$ cat config.mk
export PLATFORM = sky130hd
export DESIGN_NAME = position_profile_control
export DESIGN_NICKNAME = d
export VERILOG_FILES = /design/src/rtl/position_profile_control.sv
export SDC_FILE = /design/constraint.sdc
export NUM_CORES = 1
export LEC_CHECK = 0
export CAP_MARGIN = 30
export CORE_ASPECT_RATIO = 1.25
export CORE_MARGIN = 1
export CORE_UTILIZATION = 60
export CTS_CLUSTER_DIAMETER = 40
export DETAILED_ROUTE_END_ITERATION = 8
export PLACE_DENSITY = 0.88
export SLEW_MARGIN = 20
export SYNTH_ARGS = -nofsm -noshare
export SYNTH_HDL_FRONTEND = slang
export SYNTH_SLANG_ARGS = --single-unit
$ cat constraint.sdc
create_clock -name sys_clk -period 5.9 [get_ports sys_clk]
set_input_delay 0.885 -clock sys_clk [delete_from_list [all_inputs] [get_ports sys_clk]]
set_output_delay 0.885 -clock sys_clk [all_outputs]
set_load 0.1 [all_outputs]
$ cat src/rtl/position_profile_control.sv
// Point-to-point position profiler: ramps PWM duty up, cruises, ramps down near the
// target and holds with brake, or passes the upstream drive straight through when disabled.
package position_profile_control_pkg;
    typedef enum logic [1:0] {
        DIR_NONE  = 2'd0,
        CW        = 2'd1,
        CCW       = 2'd2,
        DIR_BRAKE = 2'd3
    } rotation_direction_t;
endpackage

module position_profile_control
    import position_profile_control_pkg::*;
#(
    parameter int unsigned counter_width     = 32,
    parameter int unsigned pwm_counter_width = 32,
    parameter int unsigned pwm_min           = 100,
    parameter int unsigned pwm_max           = 300,
    parameter int unsigned ramp_step         = 50,
    parameter int unsigned update_divider    = 4,
    parameter int unsigned decel_distance    = 20,
    parameter int unsigned deadband          = 1,
    parameter int unsigned settle_cycles     = 8
) (
    input  logic                         sys_clk,
    input  logic                         reset,
    input  logic                         enable,
    input  logic [counter_width-1:0]     encoder_position,
    input  logic [counter_width-1:0]     target_position,
    input  logic [pwm_counter_width-1:0] pwm_duty_in,
    input  rotation_direction_t          dir_in,
    input  logic                         driver_enable_in,
    output logic [pwm_counter_width-1:0] pwm_duty_out,
    output rotation_direction_t          dir_out,
    output logic                         driver_enable_out,
    output logic                         busy,
    output logic                         at_target
);

    localparam int unsigned CW_W   = counter_width;
    localparam int unsigned PW     = pwm_counter_width;
    localparam int unsigned TICK_W = (update_divider > 1) ? $clog2(update_divider) : 1;
    localparam int unsigned SET_W  = (settle_cycles > 0) ? $clog2(settle_cycles + 1) : 1;

    typedef enum logic [2:0] {
        S_IDLE   = 3'd0,
        S_ACCEL  = 3'd1,
        S_CRUISE = 3'd2,
        S_DECEL  = 3'd3,
        S_HOLD   = 3'd4
    } state_t;

    state_t              state_q, state_d;
    logic [PW-1:0]       pwm_q, pwm_d;
    rotation_direction_t dir_q, dir_d;
    logic [TICK_W-1:0]   tick_q, tick_d;
    logic [SET_W-1:0]    settle_q, settle_d;
    logic [CW_W-1:0]     dist_q, dist_d;
    rotation_direction_t want_q, want_d;

    // Shortest signed path to target; the exact half-range error resolves to CCW.
    logic [CW_W-1:0] error_c;
    assign error_c = target_position - encoder_position;
    assign dist_d  = error_c[CW_W-1] ? (encoder_position - target_position) : error_c;
    assign want_d  = error_c[CW_W-1] ? CCW : CW;

    logic            in_band, near, dir_mis, tick_hit, decel_req;
    logic [PW:0]     pwm_up_sum;
    logic [PW-1:0]   pwm_up, pwm_dn;
    logic [TICK_W-1:0] tick_nxt;

    assign in_band    = dist_q <= CW_W'(deadband);
    assign near       = dist_q <= CW_W'(decel_distance);
    assign dir_mis    = want_q != dir_q;
    assign decel_req  = near || dir_mis;
    assign tick_hit   = tick_q == TICK_W'(update_divider - 1);
    assign tick_nxt   = tick_hit ? '0 : tick_q + TICK_W'(1);
    assign pwm_up_sum = {1'b0, pwm_q} + (PW+1)'(ramp_step);
    assign pwm_up     = (pwm_up_sum >= (PW+1)'(pwm_max)) ? PW'(pwm_max) : pwm_up_sum[PW-1:0];
    assign pwm_dn     = ((pwm_q > PW'(pwm_min)) && ((pwm_q - PW'(pwm_min)) > PW'(ramp_step)))
                        ? (pwm_q - PW'(ramp_step)) : PW'(pwm_min);

    always_ff @(posedge sys_clk) begin
        if (reset) begin
            state_q  <= S_IDLE;
            pwm_q    <= '0;
            dir_q    <= DIR_NONE;
            tick_q   <= '0;
            settle_q <= '0;
            dist_q   <= '0;
            want_q   <= CW;
        end else begin
            state_q  <= state_d;
            pwm_q    <= pwm_d;
            dir_q    <= dir_d;
            tick_q   <= tick_d;
            settle_q <= settle_d;
            dist_q   <= dist_d;
            want_q   <= want_d;
        end
    end

    // Next state: deadband beats decel, decel beats ramp completion.
    always_comb begin
        state_d = state_q;
        if (!enable) begin
            state_d = S_IDLE;
        end else begin
            case (state_q)
                S_IDLE:   state_d = in_band ? S_HOLD : S_ACCEL;
                S_ACCEL: begin
                    if (in_band)                                 state_d = S_HOLD;
                    else if (decel_req)                          state_d = S_DECEL;
                    else if (tick_hit && pwm_up == PW'(pwm_max)) state_d = S_CRUISE;
                end
                S_CRUISE: begin
                    if (in_band)        state_d = S_HOLD;
                    else if (decel_req) state_d = S_DECEL;
                end
                S_DECEL: begin
                    if (in_band)                                state_d = S_HOLD;
                    else if (dir_mis && pwm_q == PW'(pwm_min))  state_d = S_ACCEL;
                    else if (!dir_mis && !near)                 state_d = S_ACCEL;
                end
                S_HOLD:   if (!in_band) state_d = S_ACCEL;
                default:  state_d = S_IDLE;
            endcase
        end
    end

    // Duty, direction, tick and settle updates, mirroring the transition priorities.
    always_comb begin
        pwm_d    = pwm_q;
        dir_d    = dir_q;
        tick_d   = tick_q;
        settle_d = settle_q;
        if (!enable) begin
            pwm_d    = '0;
            dir_d    = DIR_NONE;
            tick_d   = '0;
            settle_d = '0;
        end else if (state_q != S_HOLD && state_q != S_IDLE && in_band) begin
            pwm_d    = '0;
            dir_d    = DIR_BRAKE;
            tick_d   = '0;
            settle_d = '0;
        end else begin
            case (state_q)
                S_IDLE: begin
                    tick_d   = '0;
                    settle_d = '0;
                    if (in_band) begin
                        pwm_d = '0;
                        dir_d = DIR_BRAKE;
                    end else begin
                        pwm_d = PW'(pwm_min);
                        dir_d = want_q;
                    end
                end
                S_ACCEL: begin
                    if (decel_req) begin
                        tick_d = '0;
                    end else begin
                        tick_d = tick_nxt;
                        if (tick_hit) pwm_d = pwm_up;
                    end
                end
                S_CRUISE: tick_d = '0;
                S_DECEL: begin
                    if (dir_mis && pwm_q == PW'(pwm_min)) begin
                        dir_d  = want_q;
                        tick_d = '0;
                    end else if (!dir_mis && !near) begin
                        tick_d = '0;
                    end else begin
                        tick_d = tick_nxt;
                        if (tick_hit) pwm_d = pwm_dn;
                    end
                end
                S_HOLD: begin
                    if (in_band) begin
                        if (settle_q != SET_W'(settle_cycles)) settle_d = settle_q + SET_W'(1);
                    end else begin
                        pwm_d    = PW'(pwm_min);
                        dir_d    = want_q;
                        tick_d   = '0;
                        settle_d = '0;
                    end
                end
                default: begin
                    pwm_d    = '0;
                    dir_d    = DIR_NONE;
                    tick_d   = '0;
                    settle_d = '0;
                end
            endcase
        end
    end

    // Outputs: pass-through switches on enable without waiting for a clock edge.
    always_comb begin
        pwm_duty_out      = enable ? pwm_q : pwm_duty_in;
        dir_out           = enable ? dir_q : dir_in;
        driver_enable_out = enable ? 1'b1  : driver_enable_in;
        busy              = (state_q == S_ACCEL) || (state_q == S_CRUISE) || (state_q == S_DECEL);
        at_target         = (state_q == S_HOLD) && (settle_q == SET_W'(settle_cycles));
    end

endmodule

==> summary.txt <==
Job
  – Maxcap violations: 0

STA
  – RSZ-0062 raised after global routing: no
  – Setup ws final: 0.943 ns
  – Hold WS: 0.479 ns
  – Final min period: 4.96 ns
  – Tcrit/Tclk final: 84.0%
  – Max-Slew Margin vs Limit: 34.3%
  – Max Clk Rate: 202 MHz
  – Max-slew violation count: 0
  – Clk_skew: around 0.012 ns
  – Worst Tran Pin Value: 0.983 ns
  – Fin. Hold Viols: 0
  – TNS Setup: 0 ns
  – Setup violators final: 0

Logic synthesis
  – Synth warn: 0
  – Ys async rst share: 0%
  – Ys flop type: dfxtp_1
  – Post-synthesis adder-cell area fraction: 11.1%
  – Post-Syn Area: approximately 8600 sq um
  – Synthesized area per cell: 7.44 sq um
  – Simple-gate share of the synthesized area: about 23%
  – Largest family of logic cells by synthesized area: compound AO/OA/AOI/OAI gates
  – Syn_nets: 1,332
  – Compound-Gate Fraction of Synth Area: 26.3%
  – Synth Area in XOR/XNOR: 4.58%
  – Multiplexer area fraction after synthesis: 7.13%
  – Count of cell types in the netlist: 87
  – Post-synth EDFFs: 0
  – Seq cells post-synth: 77
  – Synth Instances: approximately 1,200
  – Sequential fraction of the synthesis area: 17.9%

Worst setup path
  – Worst setup SP type: primary input
  – R2R Path End: pwm_q[26]
  – Reg2Reg Setup Slack: 1.93 ns
  – Crit path DAT: 5.18 ns
  – R2R cell count: 12
  – Top fanout value on the critical path: 18
  – CP required: 6.12 ns
  – Setup CP Type: in2reg
  – Critical Path End Type: flip-flop
  – FF-to-FF Start: pwm_q[3]

Clock tree
  – Worst-Skew Late Latency: 0.34 ns
  – TritonCTS buffer count: 9
  – TritonCTS clock tree: done
  – Clock Tree Buf Depth: 2
  – Post-CTS Setup Inserts: 0
  – Clock sinks: 77
  – Hold-fix buffers, CTS: 0
  – H-tree Lvls: 3
  – Post-cts sizing count: 0
  – CTS root buf: clkbuf_16
  – Clk pin slew, worst setup/hold paths: approximately 0.060 ns

Outcome
  – Status: complete, no violations

Detailed routing
  – Routed via count: 8,896
  – Drt pass-1 iters: 6
  – Post-route DRC: 0
  – Antenna-violating nets left: 0
  – Drt total wl: around 23 mm
  – Initial DRC Count: 686
  – Via density: 6.30
  – Routed len/inst: 16.4 microns

Global routing
  – GRT overflow: 0
  – First-pass GRT wire length: 37.8 mm
  – Pin count of the biggest net entering global routing: 39
  – Number of global-route vias before repair: 8,396
  – GRT Util Overall: 31.4%
  – Initial antenna violation count: 0

Final layout
  – Area delta synth->final: 17.3%
  – Fin util: 72.7%
  – Commonest non-fill, non-tap cells in the layout: 137 x clkdlybuf4s50_1, 119 x nor2_1, 93 x a21oi_1
  – Antenna Diode Count: 0
  – Filler cells: 1,151
  – Share of layout cells above drive strength 1: 8.56%
  – Finished Cell Area: 10,100 sq um
  – Leading cell type in the layout, fill and taps excluded: clkdlybuf4s50_1
  – Nets: around 1,400
  – Multi-input logic area: a little over 6000 sq um
  – Register area: 1540 sq um

Floorplan
  – Chip width: approximately 110 microns
  – Io pins: 139
  – CORE AREA: 13,900 sq um
  – Row count: 48
  – Die ar.: between 10,000 and 15,000 sq um
  – Initial Utilization: ~62%
  – Die height: between 100 and 150 microns

Worst hold path
  – Hold WC Path Type: reg2reg
  – Worst hold path startpoint: tick_q[0]
  – Hold path depth: 2
  – Hold EP: tick_q[0]

Placed design
  – Place WS: 0.717 ns
  – Port Buffers: 138
  – Placed cell areas: roughly 9800 sq um
  – Hpwl dp: 17.7 mm
  – Gpl congestion: 0.961

Pwr
  – P per Cell Area: 232 nW/um^2
  – Static Leak: 4.33 nW
  – Max VDD drop: 0.000171 V
-- worst max path at each step --
| stage | startpoint | to | slack (ns) | cells after the start |
|---|---|---|---|---|
| after global routing | encoder_position[20] | dist_q[30] | 0.67 | 14 |
| after CTS | encoder_position[20] | dist_q[30] | 1.06 | 14 |
| after global placement | encoder_position[2] | dist_q[30] | 0.82 | 14 |
| after floorplan | state_q[1] | settle_q[3] | 1.89 | 8 |
| after detailed placement | encoder_position[20] | dist_q[30] | 0.72 | 14 |
| final | encoder_position[20] | dist_q[30] | 0.94 | 14 |
-- cell families after synthesis --
kind of cell               after synthesis
muxes                                   56
buffers and inverters                  170
adders and majority gates               75
and+or+nand+nor                        395
DFF                                     77
AOI/OAI and AO/OA                      337
xor gates and xnor gates                45
-- where the power goes --
group	leakage [nW]	total (mW)	switching (mW)	internal, mW
combinational	3.54	1.11	0.682	0.425
clock	0.154	0.595	0.212	0.383
sequential	0.631	0.638	0.0644	0.574
total	4.33	2.34	0.958	1.38
-- synth_stat cells, types with 16 or more instances --
library cell | number | share of area (%)
a21o_1 | 21 | 1.8
a21oi_1 | 93 | 5.4
buf_2 | 26 | 1.5
clkbuf_1 | 26 | 1.1
dfxtp_1 | 77 | 18
ha_1 | 73 | 11
inv_1 | 90 | 3.9
mux2_2 | 42 | 5.5
nand2_1 | 76 | 3.3
nand3_1 | 28 | 1.6
nor2_1 | 119 | 5.2
nor3_1 | 37 | 2.2
nor4_1 | 16 | 1.2
o21ai_0 | 60 | 3.5
o31ai_1 | 19 | 1.7
xnor2_1 | 30 | 3.1
-- layout make-up --
class                      count  area share, %
tap                          175           2.17
timing repair buffer         147           14.4
inverter                      90           3.35
clock buffer                  13           2.48
sequential                    77           15.3
multi-input combinational    908           61.6
clock inverter                 3          0.682
-- layer usage --
metal  vias up  routed length, microns  global-route usage (%)
met5         -                       0                       0
met4         0                     846                    16.4
met3        88                    1360                    4.03
met2       377                   11800                    57.1
met1      4110                    9190                    35.2
li1       4321                       -                       -
-- through the flow --
stage	instances	power, mW
after floorplan	1155	1.46
after global placement	1395	1.70
after detailed placement	1396	1.72
after CTS	1412	2.31
after global routing	1413	2.45
final	1413	2.34
-- worst max-delay path, cell delays in order --
cell and delay [ns]:
clkdlybuf4s50_1 0.48, inv_1 0.05, ha_1 0.50, nand4_1 0.19, nor3_1 0.36, nand2_1 0.18
a211oi_1 0.61, a211o_1 0.31, buf_4 0.30, nor3b_1 0.11, o311ai_1 0.36, o2111ai_1 0.25
a31oi_1 0.20, mux2_2 0.36
-- state kept, by name, indices dropped and copies added (netlist names) --
signal / count
dir_q: 2
dist_q: 32
pwm_q: 32
settle_q: 4
state_q: 3
tick_q: 2
want_q: 2
(Power assumes the default switching activity.)
